==> src/rtl/receptor_serial_byte_if.sv <==
// Line-side and holding-register-side signals of the serial byte receiver.
// The receiver takes the slave modport. Whatever drives rx and consumes the byte takes the master modport.
interface receptor_serial_byte_if;
  logic       rx;
  logic [7:0] data_out;
  logic       load;
  logic       frame_err;
  logic       busy;

  modport master (
    output rx,
    input  data_out,
    input  load,
    input  frame_err,
    input  busy
  );

  modport slave (
    input  rx,
    output data_out,
    output load,
    output frame_err,
    output busy
  );
endinterface : receptor_serial_byte_if

==> src/rtl/receptor_serial_byte.sv <==
// 8N1 UART-style receiver with an LSB-first frame and mid-bit sampling.
// It pulses load for one cycle per good frame, which updates the downstream 8-bit holding register.
module receptor_serial_byte #(
  parameter int unsigned CLKS_PER_BIT = 16
) (
  input  logic                  clk,
  input  logic                  reset,
  receptor_serial_byte_if.slave bus
);

  localparam int unsigned CNT_W = $clog2(CLKS_PER_BIT);
  localparam logic [CNT_W-1:0] HALF_LAST = CNT_W'(CLKS_PER_BIT / 2 - 1);
  localparam logic [CNT_W-1:0] FULL_LAST = CNT_W'(CLKS_PER_BIT - 1);

  typedef enum logic [2:0] {
    IDLE,
    START,
    DATA,
    STOP,
    WAIT_IDLE
  } state_t;

  logic             r_rx_meta;
  logic             r_rx_s;
  state_t           r_state;
  logic [CNT_W-1:0] r_cnt;
  logic [2:0]       r_bit_idx;
  logic [7:0]       r_shift;
  logic [7:0]       r_data_out;
  logic             r_load;
  logic             r_frame_err;
  logic             r_busy;

  // rx is asynchronous to clk. Both flops reset to the idle level, so the line does not look like a start bit while reset is released.
  always_ff @(posedge clk) begin
    if (reset) begin
      r_rx_meta <= 1'b1;
      r_rx_s    <= 1'b1;
    end else begin
      r_rx_meta <= bus.rx;
      r_rx_s    <= r_rx_meta;
    end
  end

  // NOTE: all state in this block uses non-blocking assignments. Every branch therefore reads the values from before the edge, whatever the statement order.
  always_ff @(posedge clk) begin
    if (reset) begin
      r_state     <= IDLE;
      r_cnt       <= '0;
      r_bit_idx   <= '0;
      // NOTE: the shift register does not need a reset, because it is fully rewritten before use. It is cleared anyway so that no partial byte survives a reset.
      r_shift     <= '0;
      r_data_out  <= '0;
      r_load      <= 1'b0;
      r_frame_err <= 1'b0;
      r_busy      <= 1'b0;
    end else begin
      r_load      <= 1'b0;
      r_frame_err <= 1'b0;

      case (r_state)
        IDLE: begin
          if (!r_rx_s) begin
            r_state <= START;
            r_cnt   <= '0;
            r_busy  <= 1'b1;
          end
        end

        START: begin
          if (r_cnt == HALF_LAST) begin
            r_cnt <= '0;
            if (r_rx_s) begin
              r_state <= IDLE;
              r_busy  <= 1'b0;
            end else begin
              r_state   <= DATA;
              r_bit_idx <= '0;
            end
          end else begin
            r_cnt <= r_cnt + 1'b1;
          end
        end

        DATA: begin
          if (r_cnt == FULL_LAST) begin
            r_cnt              <= '0;
            r_shift[r_bit_idx] <= r_rx_s;
            if (r_bit_idx == 3'd7) begin
              r_state <= STOP;
            end else begin
              r_bit_idx <= r_bit_idx + 3'd1;
            end
          end else begin
            r_cnt <= r_cnt + 1'b1;
          end
        end

        // IDLE is entered together with load, so a start bit that follows the stop bit directly is still caught.
        STOP: begin
          if (r_cnt == FULL_LAST) begin
            r_cnt <= '0;
            if (r_rx_s) begin
              r_data_out <= r_shift;
              r_load     <= 1'b1;
              r_state    <= IDLE;
              r_busy     <= 1'b0;
            end else begin
              r_frame_err <= 1'b1;
              r_state     <= WAIT_IDLE;
            end
          end else begin
            r_cnt <= r_cnt + 1'b1;
          end
        end

        WAIT_IDLE: begin
          if (r_rx_s) begin
            r_state <= IDLE;
            r_busy  <= 1'b0;
          end
        end

        default: begin
          r_state <= IDLE;
          r_busy  <= 1'b0;
        end
      endcase
    end
  end

  assign bus.data_out  = r_data_out;
  assign bus.load      = r_load;
  assign bus.frame_err = r_frame_err;
  assign bus.busy      = r_busy;

  a_load_ferr_excl: assert property (@(posedge clk) !(r_load && r_frame_err));

endmodule : receptor_serial_byte

==> src/flat_wrapper.sv <==
// flat-port wrapper written by rule: the top's interface ports become plain ports
module receptor_serial_byte_flat 
#(
  parameter int unsigned CLKS_PER_BIT = 16
)
  (clk, reset, bus_rx, bus_data_out, bus_load, bus_frame_err, bus_busy);
  receptor_serial_byte_if bus_i ();
  input  logic clk;
  input  logic reset;
  input wire logic [$bits(bus_i.rx)-1:0] bus_rx;
  output wire logic [$bits(bus_i.data_out)-1:0] bus_data_out;
  output wire logic [$bits(bus_i.load)-1:0] bus_load;
  output wire logic [$bits(bus_i.frame_err)-1:0] bus_frame_err;
  output wire logic [$bits(bus_i.busy)-1:0] bus_busy;
  assign bus_i.rx = bus_rx;
  assign bus_data_out = bus_i.data_out;
  assign bus_load = bus_i.load;
  assign bus_frame_err = bus_i.frame_err;
  assign bus_busy = bus_i.busy;
  receptor_serial_byte #(.CLKS_PER_BIT(CLKS_PER_BIT)) u_core (.clk(clk), .reset(reset), .bus(bus_i));
endmodule
==> config.mk <==
export PLATFORM = sky130hd
export DESIGN_NAME = receptor_serial_byte_flat
export DESIGN_NICKNAME = d
export VERILOG_FILES = /design/src/rtl/receptor_serial_byte_if.sv /design/src/rtl/receptor_serial_byte.sv /design/src/flat_wrapper.sv
export SDC_FILE = /design/constraint.sdc
export NUM_CORES = 1
export LEC_CHECK = 0
export ABC_CLOCK_PERIOD_IN_PS = 1770
export CAP_MARGIN = 10
export CORE_UTILIZATION = 45
export CTS_BUF_LIST = sky130_fd_sc_hd__clkbuf_4
export DETAILED_ROUTE_END_ITERATION = 16
export PLACE_DENSITY = 0.73
export SLEW_MARGIN = 20
export SYNTH_ARGS = -nofsm -noshare
export SYNTH_HDL_FRONTEND = slang
export SYNTH_SLANG_ARGS = --single-unit
==> constraint.sdc <==
create_clock -name clk -period 1.77 [get_ports clk]
set_input_delay 0.531 -clock clk [delete_from_list [all_inputs] [get_ports clk]]
set_output_delay 0.531 -clock clk [all_outputs]
set_load 0.02 [all_outputs]
* Word-level counts from Yosys, hierarchy flattened
Cells that the tools add are included.
Operators by class: mux-type cells 28, reduce and logical (&&, ||, !) cells 12, add/sub/neg operators 2, eq/ne operators 15, bitwise operators 3, magnitude comparators 2
Operators with widths (count):
- $mux W3 | 11
- $pmux W3 S5 | 1
- $mux W4 | 3
- $pmux W4 S3 | 1
- $ne A2 B1 Y1 const B | 5
- $bwmux W8 | 1
- $mux W1 | 7
- $eq A3 B2 Y1 const B | 2
- $eq A3 B3 Y1 const B | 2
- $ne A2 B2 Y1 const B | 3
- $pmux W3 S2 | 1
- $reduce_and A6 Y1 | 1
- $pmux W1 S5 | 1
- $reduce_and A5 Y1 | 1
- $add A4 B1 Y4 const B | 1
- $eq A4 B3 Y1 const B | 1
- $eq A4 B4 Y1 const B | 1
- $lt A3 B4 Y1 const B | 1
- $reduce_and A2 Y1 | 2
- $reduce_and A4 Y1 | 1
- $add A3 B1 Y3 const B | 1
- $demux W1 S3 | 1
- $eq A3 B1 Y1 const B | 1
- $ge A3 B1 Y1 const B | 1
- 9 further kinds | 11
Storage, ports and cells: output and inout port bits 11, bits of input ports 3, register bits after elaboration 31, word-level logic and storage cells 72

* Logic depth before layout (Yosys ltp)
Gate-level depths: netlist of the first run.
word-level depth 5, depth in mapped cells 6, gate-level depth less buffers 6

* Worst setup path before layout of the first run
OpenSTA, ideal clock, no wires.
path kind reg-to-reg, start register u_core.r_cnt[0], end register u_core.r_shift[7], setup slack 0.037 ns, period minus slack after synthesis 1.733 ns, path buffers 0, setup time 0.123 ns, data arrival time 1.609 ns, required time 1.647 ns, stages on the path, launching flop included 5, cell sequence dfxtp_1 -> ha_1 -> nand4b_4 -> or4_1 -> mux2_1
Between the ends: word-level cells in the longest chain between the ends 2
Ends and longest elaborated chain:
- from (decl) | RTL line receptor_serial_byte.sv:26 | logic [CNT_W-1:0] r_cnt;
- from (signal assigned) | RTL line receptor_serial_byte.sv:81 | r_cnt <= r_cnt + 1'b1;
- from (signal assigned) | RTL line receptor_serial_byte.sv:95 | r_cnt <= r_cnt + 1'b1;
- from (signal assigned) | RTL line receptor_serial_byte.sv:113 | r_cnt <= r_cnt + 1'b1;
- $eq A4 B4 Y1 | RTL line receptor_serial_byte.sv:86 | if (r_cnt == FULL_LAST) begin
- $reduce_and A2 Y1 (no line)
- to (signal, indexed assignment) | RTL line receptor_serial_byte.sv:88 | r_shift[r_bit_idx] <= r_rx_s;
- to (decl) | RTL line receptor_serial_byte.sv:28 | logic [7:0] r_shift;
Every way passes these cells. A chain may end at the register's enable or synchronous reset.

* Final worst setup path of the first run
Same ends and word-level chain as after synthesis.

==> flow_summary.yaml, run 1 <==
setup_path:
  critical_path_required_ns: 2.00
  timing.critical_path.from_type: "flop"
  timing.critical_path.fanout_max: 5
  crit_arrival_ns: 1.92
  crit_path_end_kind: "flop"
  crit_type: "flop to flop"
final_layout:
  post_route_standard_cell_area_excluding_fillers_um2: 1710
  areaGrowthSynthToFinish_pct: 19.8
  final.fill_count: 285
  drive_above_1_share: 0.149
  antenna_cells_inserted: 0
  layout.nets: 186
yosys:
  yosys.cell_count.top_type: "sky130_fd_sc_hd__dfxtp_1"
  ffs_w_async_s_r_synth: 0
  synth_top_cell_area_share: 0.436
  synthDistinctLibCells: 37
  synthFlopType: "sky130_fd_sc_hd__dfxtp_1"
  yosys_warnings: 0
  postSynthNetCount: 163
  ys_top_cells_by_count: "31 x sky130_fd_sc_hd__dfxtp_1, 24 x sky130_fd_sc_hd__nor2_1, 17 x sky130_fd_sc_hd__mux2i_1"
  synthDominantAreaCellType: "sky130_fd_sc_hd__dfxtp_1"
  ys_ff_latch: 31
  synthesis.area_per_instance_um2: 9.07
  syn_area_um2: 1420
  seq_area_frac_synth: 0.436
  netlist_instances: 157
  synth-edff-count: 0
  synth_area_leaders: "sky130_fd_sc_hd__dfxtp_1 44%, sky130_fd_sc_hd__mux2i_1 12%, sky130_fd_sc_hd__nor2_1 6.3%"
clock_tree:
  cts.htree.levels: 2
  cts-buffers-inserted: 5
  ctsLongestPathBuffers: 2
  cts_tree: "built"
  cts.sinks: 31
  clock_insertion_delay_worst_skew_ns: 0.34
  clk_pin_slew_worst_paths_ns: 0.10
  cts_root_buf: "sky130_fd_sc_hd__clkbuf_4"
  cts_hold_repair.buffers: 0
placed_design:
  placement.cell_area_um2: 1660
  place.detailed.hpwl_um: 2010
  portBuffers: 13
  final_estimated_routing_congestion_in_global_placement: 0.779
grt:
  grt_pass1_wl_um: 5000
  grt_overflow_total: 0
  largest_net_degree_at_the_start_of_global_routing: 16
  grt_pass1_vias: 1129
  gr-usage-all-layers: 0.201
  antenna_violations_before_repair: 0
power_and_ir_drop:
  ir_worst_vdd_v: 0.000499
  cellPowerDensity_nw_per_um2: 679
  static-leakage-power_nw: 0.774
die:
  rows: 20
  floorplan.core_area_um2: 3030
  fp.dieArea_um2: 3390
  die_h_um: 58.3
  floorplan.die.width_um: 58.3
  starting_utilization_of_the_core_area: 0.470
  ios: 14
detailed_routing:
  num_vias: 1163
  drt_wl_cell_um: 12.5
  detail_routed_via_count_per_cell: 5.17
  postRouteWirelength_um: 2820
  initialDrtViolationCount: 29
  routed_antenna_nets: 0
  drt_pass1_iterations: 4
  route.detailed.drc: 0
sta:
  final.period_utilization: 0.954
  setup_total_neg_slack_ns: 0
  max_clock_freq_ghz: 0.592
  final_hold_viol_count: 0
  worst_clock_skew_ns: 0.00688
  timing.slew.headroom: 0.726
  worst_pin_slew_ns: 0.411
  slew_violations: 0
  finalWorstPathRequiredPeriod_ns: 1.69
  finalSetupViolations: 0
  setup_repair_after_global_routing_missed_its_margin: "false"
min_path:
  worst_hold_path_type: "flop to flop"
run_status:
  outcome: "finished, final reports clean"
flow_run:
  cap_violations: 0
[worst max-delay path, stage by stage (launching register included)]
cell	delay, ns
sky130_fd_sc_hd__dfxtp_2	0.36
sky130_fd_sc_hd__ha_2	0.20
sky130_fd_sc_hd__nand4b_4	0.13
sky130_fd_sc_hd__or4_4	0.54
sky130_fd_sc_hd__mux2_1	0.34
[sequential cells by signal, summed over array words and instances, names as in the netlist]
signal / count
u_core.r_rx_s: 1
u_core.bus.frame_err: 1
u_core.bus.data_out: 8
u_core.r_cnt: 4
u_core.r_state: 3
u_core.bus.busy: 1
u_core.bus.load: 1
u_core.r_bit_idx: 3
u_core.r_rx_meta: 1
u_core.r_shift: 8
[where the power goes]
group | switching [mW] | internal [mW]
clock network | 0.248 | 0.145
registers | 0.00740 | 0.704
logic | 0.0280 | 0.0254
total | 0.283 | 0.874
[worst paths after layout]
kind,startpoint,to,slack (ns),depth (start not counted)
setup / recovery,u_core.r_cnt[0],u_core.r_shift[7],0.08,4
hold / removal,u_core.r_rx_meta,u_core.r_rx_s,0.43,1
setup reg to reg,u_core.r_cnt[0],u_core.r_shift[7],0.08,4
hold reg to reg,u_core.r_rx_meta,u_core.r_rx_s,0.43,1
[layout make-up]
class | count | area [um2] | share of cell area
clock buffers | 5 | 37.5 | 0.0220
multi-input cells | 113 | 749 | 0.439
inverters | 3 | 11.3 | 0.00660
clock inverters | 3 | 15.0 | 0.00880
well taps | 44 | 55.1 | 0.0323
flip-flops and latches | 31 | 623 | 0.365
repair buffers | 26 | 214 | 0.125
[metal layers]
layer	track usage	part of all wire	vias to the layer above
met4	0.102	0.023	0
met3	0.0670	0.037	6
li1	-	-	594
met2	0.333	0.49	20
met5	0	0	-
met1	0.229	0.45	543
[logic make-up (layout without fill, tap and decap cells)]
group | count (synthesis) | after routing | share of synthesized area
AO/OA/AOI/OAI | 19 | 19 | 0.0853
multiplexers | 18 | 18 | 0.127
XOR/XNOR | 1 | 1 | 0.00615
flip-flops | 31 | 31 | 0.436
buffers and inverters | 13 | 37 | 0.0422
AND/OR/NAND/NOR | 72 | 72 | 0.277
adder cells (fa/ha/maj) | 3 | 3 | 0.0264
[cells in the final DEF, fill, tap and decap left out, types with 3 or more instances in the layout]
cell / count
sky130_fd_sc_hd__a21oi_1: 8
sky130_fd_sc_hd__mux2i_1: 17
sky130_fd_sc_hd__buf_4: 13
sky130_fd_sc_hd__clkbuf_4: 5
sky130_fd_sc_hd__nand3b_1: 3
sky130_fd_sc_hd__nor3_1: 7
sky130_fd_sc_hd__dfxtp_1: 29
sky130_fd_sc_hd__nand3_1: 3
sky130_fd_sc_hd__nand2b_1: 9
sky130_fd_sc_hd__inv_1: 3
sky130_fd_sc_hd__dlygate4sd2_1: 11
sky130_fd_sc_hd__nor2_1: 24
sky130_fd_sc_hd__or4_1: 3
sky130_fd_sc_hd__or2_2: 3
sky130_fd_sc_hd__nand2_1: 8
[timing repair]
item                       CTS  global route
gates cloned                 0             0
setup buffers                0             0
setup endpoints to repair   12             1
gates resized for setup     12             3
[through the flow]
| stage | worst slack [ns] | total power, mW | utilization | instances | hold WS [ns] |
|---|---|---|---|---|---|
| finish | 0.0810 | 1.16 | 0.563 | 225 | 0.426 |
| global route | 0.0228 | 1.21 | 0.563 | 225 | 0.456 |
| CTS | 0.00408 | 1.17 | 0.561 | 225 | 0.429 |
| detailed placement | 0.00330 | 0.781 | 0.548 | 217 | 0.402 |
| global placement | 0.0372 | 0.779 | 0.548 | 217 | 0.399 |
| floorplan | 0.0375 | 0.761 | - | 157 | 0.389 |
Note: power is estimated with default switching activity, not from simulation.
==> run 2: changes to the inputs <==
Settings changed: SLEW_MARGIN 20 to 40.
==> results of run 2 <==
Final layout, timing and power as in run 1 (identical DEF).
==> run 3: changes to the inputs <==
Settings changed: SKIP_CTS_REPAIR_TIMING set to 1.
==> flow_summary.yaml, run 3 (synthesized netlist as in run 1, its figures left out) <==
run_status:
  outcome: "finished, final reports clean"
grt:
  largest_net_degree_at_the_start_of_global_routing: 16
  grt_pass1_wl_um: 5000
  grt_pass1_vias: 1129
  gr-usage-all-layers: 0.201
  antenna_violations_before_repair: 0
  grt_overflow_total: 0
power_and_ir_drop:
  cellPowerDensity_nw_per_um2: 666
  ir_worst_vdd_v: 0.000499
  static-leakage-power_nw: 0.926
  totalPowerFinal_mw: 1.16
clock_tree:
  cts_root_buf: "sky130_fd_sc_hd__clkbuf_4"
  clock_insertion_delay_worst_skew_ns: 0.35
  cts-buffers-inserted: 5
  ctsLongestPathBuffers: 2
  cts_tree: "built"
  clk_pin_slew_worst_paths_ns: 0.10
  cts.sinks: 31
  cts.htree.levels: 2
flow_run:
  cap_violations: 0
detailed_routing:
  initialDrtViolationCount: 24
  detail_routed_via_count_per_cell: 5.15
  drt_wl_cell_um: 12.7
  route.detailed.drc: 0
  postRouteWirelength_um: 2850
  drt_pass1_iterations: 4
  routed_antenna_nets: 0
  num_vias: 1158
final_layout:
  commonest_cells_after_routing_fill_and_taps_aside: "29 x sky130_fd_sc_hd__dfxtp_1, 24 x sky130_fd_sc_hd__nor2_1, 17 x sky130_fd_sc_hd__mux2i_1"
  layout.nets: 186
  most_common_library_cell_in_the_layout_ignoring_fill_and_taps: "sky130_fd_sc_hd__dfxtp_1"
  antenna_cells_inserted: 0
  areaGrowthSynthToFinish_pct: 22.7
  drive_above_1_share: 0.149
  final.fill_count: 275
  final_core_util: 0.577
die:
  floorplan.die.width_um: 58.3
  floorplan.core_area_um2: 3030
  ios: 14
  starting_utilization_of_the_core_area: 0.470
  fp.dieArea_um2: 3390
  die_h_um: 58.3
  rows: 20
sta:
  final.period_utilization: 0.953
  final_hold_viol_count: 0
  worst_clock_skew_ns: 0.0108
  finalWorstPathRequiredPeriod_ns: 1.69
  setup_repair_after_global_routing_missed_its_margin: "false"
  timing.slew.headroom: 0.725
  finalSetupViolations: 0
  max_clock_freq_ghz: 0.593
  slew_violations: 0
  worst_pin_slew_ns: 0.412
setup_path:
  timing.critical_path.fanout_max: 5
  timing.critical_path.from_type: "flop"
  critical_path_required_ns: 2.00
  crit_path_end_kind: "flop"
  critical_path_cell_sequence: "ha_2, nand4b_4, or4_4, mux2_1"
  max_stage_delay_ns: 0.54
  crit_type: "flop to flop"
  buffers_plus_inverters_on_the_worst_setup_path: 0
  path_delay_family: "simple AND/OR/NAND/NOR gates"
  crit_arrival_ns: 1.92
  critical_path.slowest_cell: "sky130_fd_sc_hd__or4_4"
placed_design:
  portBuffers: 13
  final_estimated_routing_congestion_in_global_placement: 0.779
  place.detailed.hpwl_um: 2010
min_path:
  worst_hold_path_type: "flop to flop"
[run 3: cell count changes in the layout (fill, tap and decap cells not counted), sizes merged]
cell          previous run  this run
dlygate4sd2             11         0
dlymetal6s2s             0        11
[run 3: per-layer routing]
metal	global-route usage	routed length (um)	part of all wire	up-vias
li1	-	-	-	592
met2	0.333	1410	0.49	18
met4	0.102	51	0.018	0
met1	0.229	1270	0.45	543
met3	0.0670	117	0.041	5
met5	0	0	0	-
[run 3: worst register-to-register path, stage by stage, from the launching register on]
cell and delay [ns]:
sky130_fd_sc_hd__dfxtp_2 0.36, sky130_fd_sc_hd__ha_2 0.21, sky130_fd_sc_hd__nand4b_4 0.13, sky130_fd_sc_hd__or4_4 0.54, sky130_fd_sc_hd__mux2_1 0.34
[run 3: area by class of cell]
type                            instances  area [um2]  share of cell area
Clock inverter                          3        15.0             0.00860
Multi-Input combinational cell        113         749               0.429
Inverter                                3        11.3             0.00645
Sequential cell                        31         623               0.357
Tap cell                               44        55.1              0.0315
Clock buffer                            5        37.5              0.0215
Timing Repair Buffer                   26         255               0.146
[run 3: report_power, final]
part | internal [mW] | switching [mW] | total (mW)
Clock | 0.145 | 0.254 | 0.399
Combinational | 0.0260 | 0.0278 | 0.0538
Sequential | 0.704 | 0.00721 | 0.711
Total | 0.875 | 0.289 | 1.16
[run 3: metrics by stage]
stage	hold slack (ns)	TNS [ns]	instance area (um2)	std cells	setup WS (ns)
5_1_grt	0.456	0	1750	225	0.0221
3_5_place_dp	0.402	0	1660	217	0.00330
2_1_floorplan	0.389	0	1420	157	0.0375
3_3_place_gp	0.399	0	1660	217	0.0372
4_1_cts	0.429	-0.713	1710	225	-0.0903
6_report	0.426	0	1750	225	0.0826
[run 3: final timing paths]
path / cells after the start / end / slack (ns) / from
max: 4 / u_core.r_shift[7] / 0.08 / u_core.r_cnt[0]
min: 1 / u_core.r_rx_s / 0.43 / u_core.r_rx_meta
max reg2reg: 4 / u_core.r_shift[7] / 0.08 / u_core.r_cnt[0]
min reg2reg: 1 / u_core.r_rx_s / 0.43 / u_core.r_rx_meta
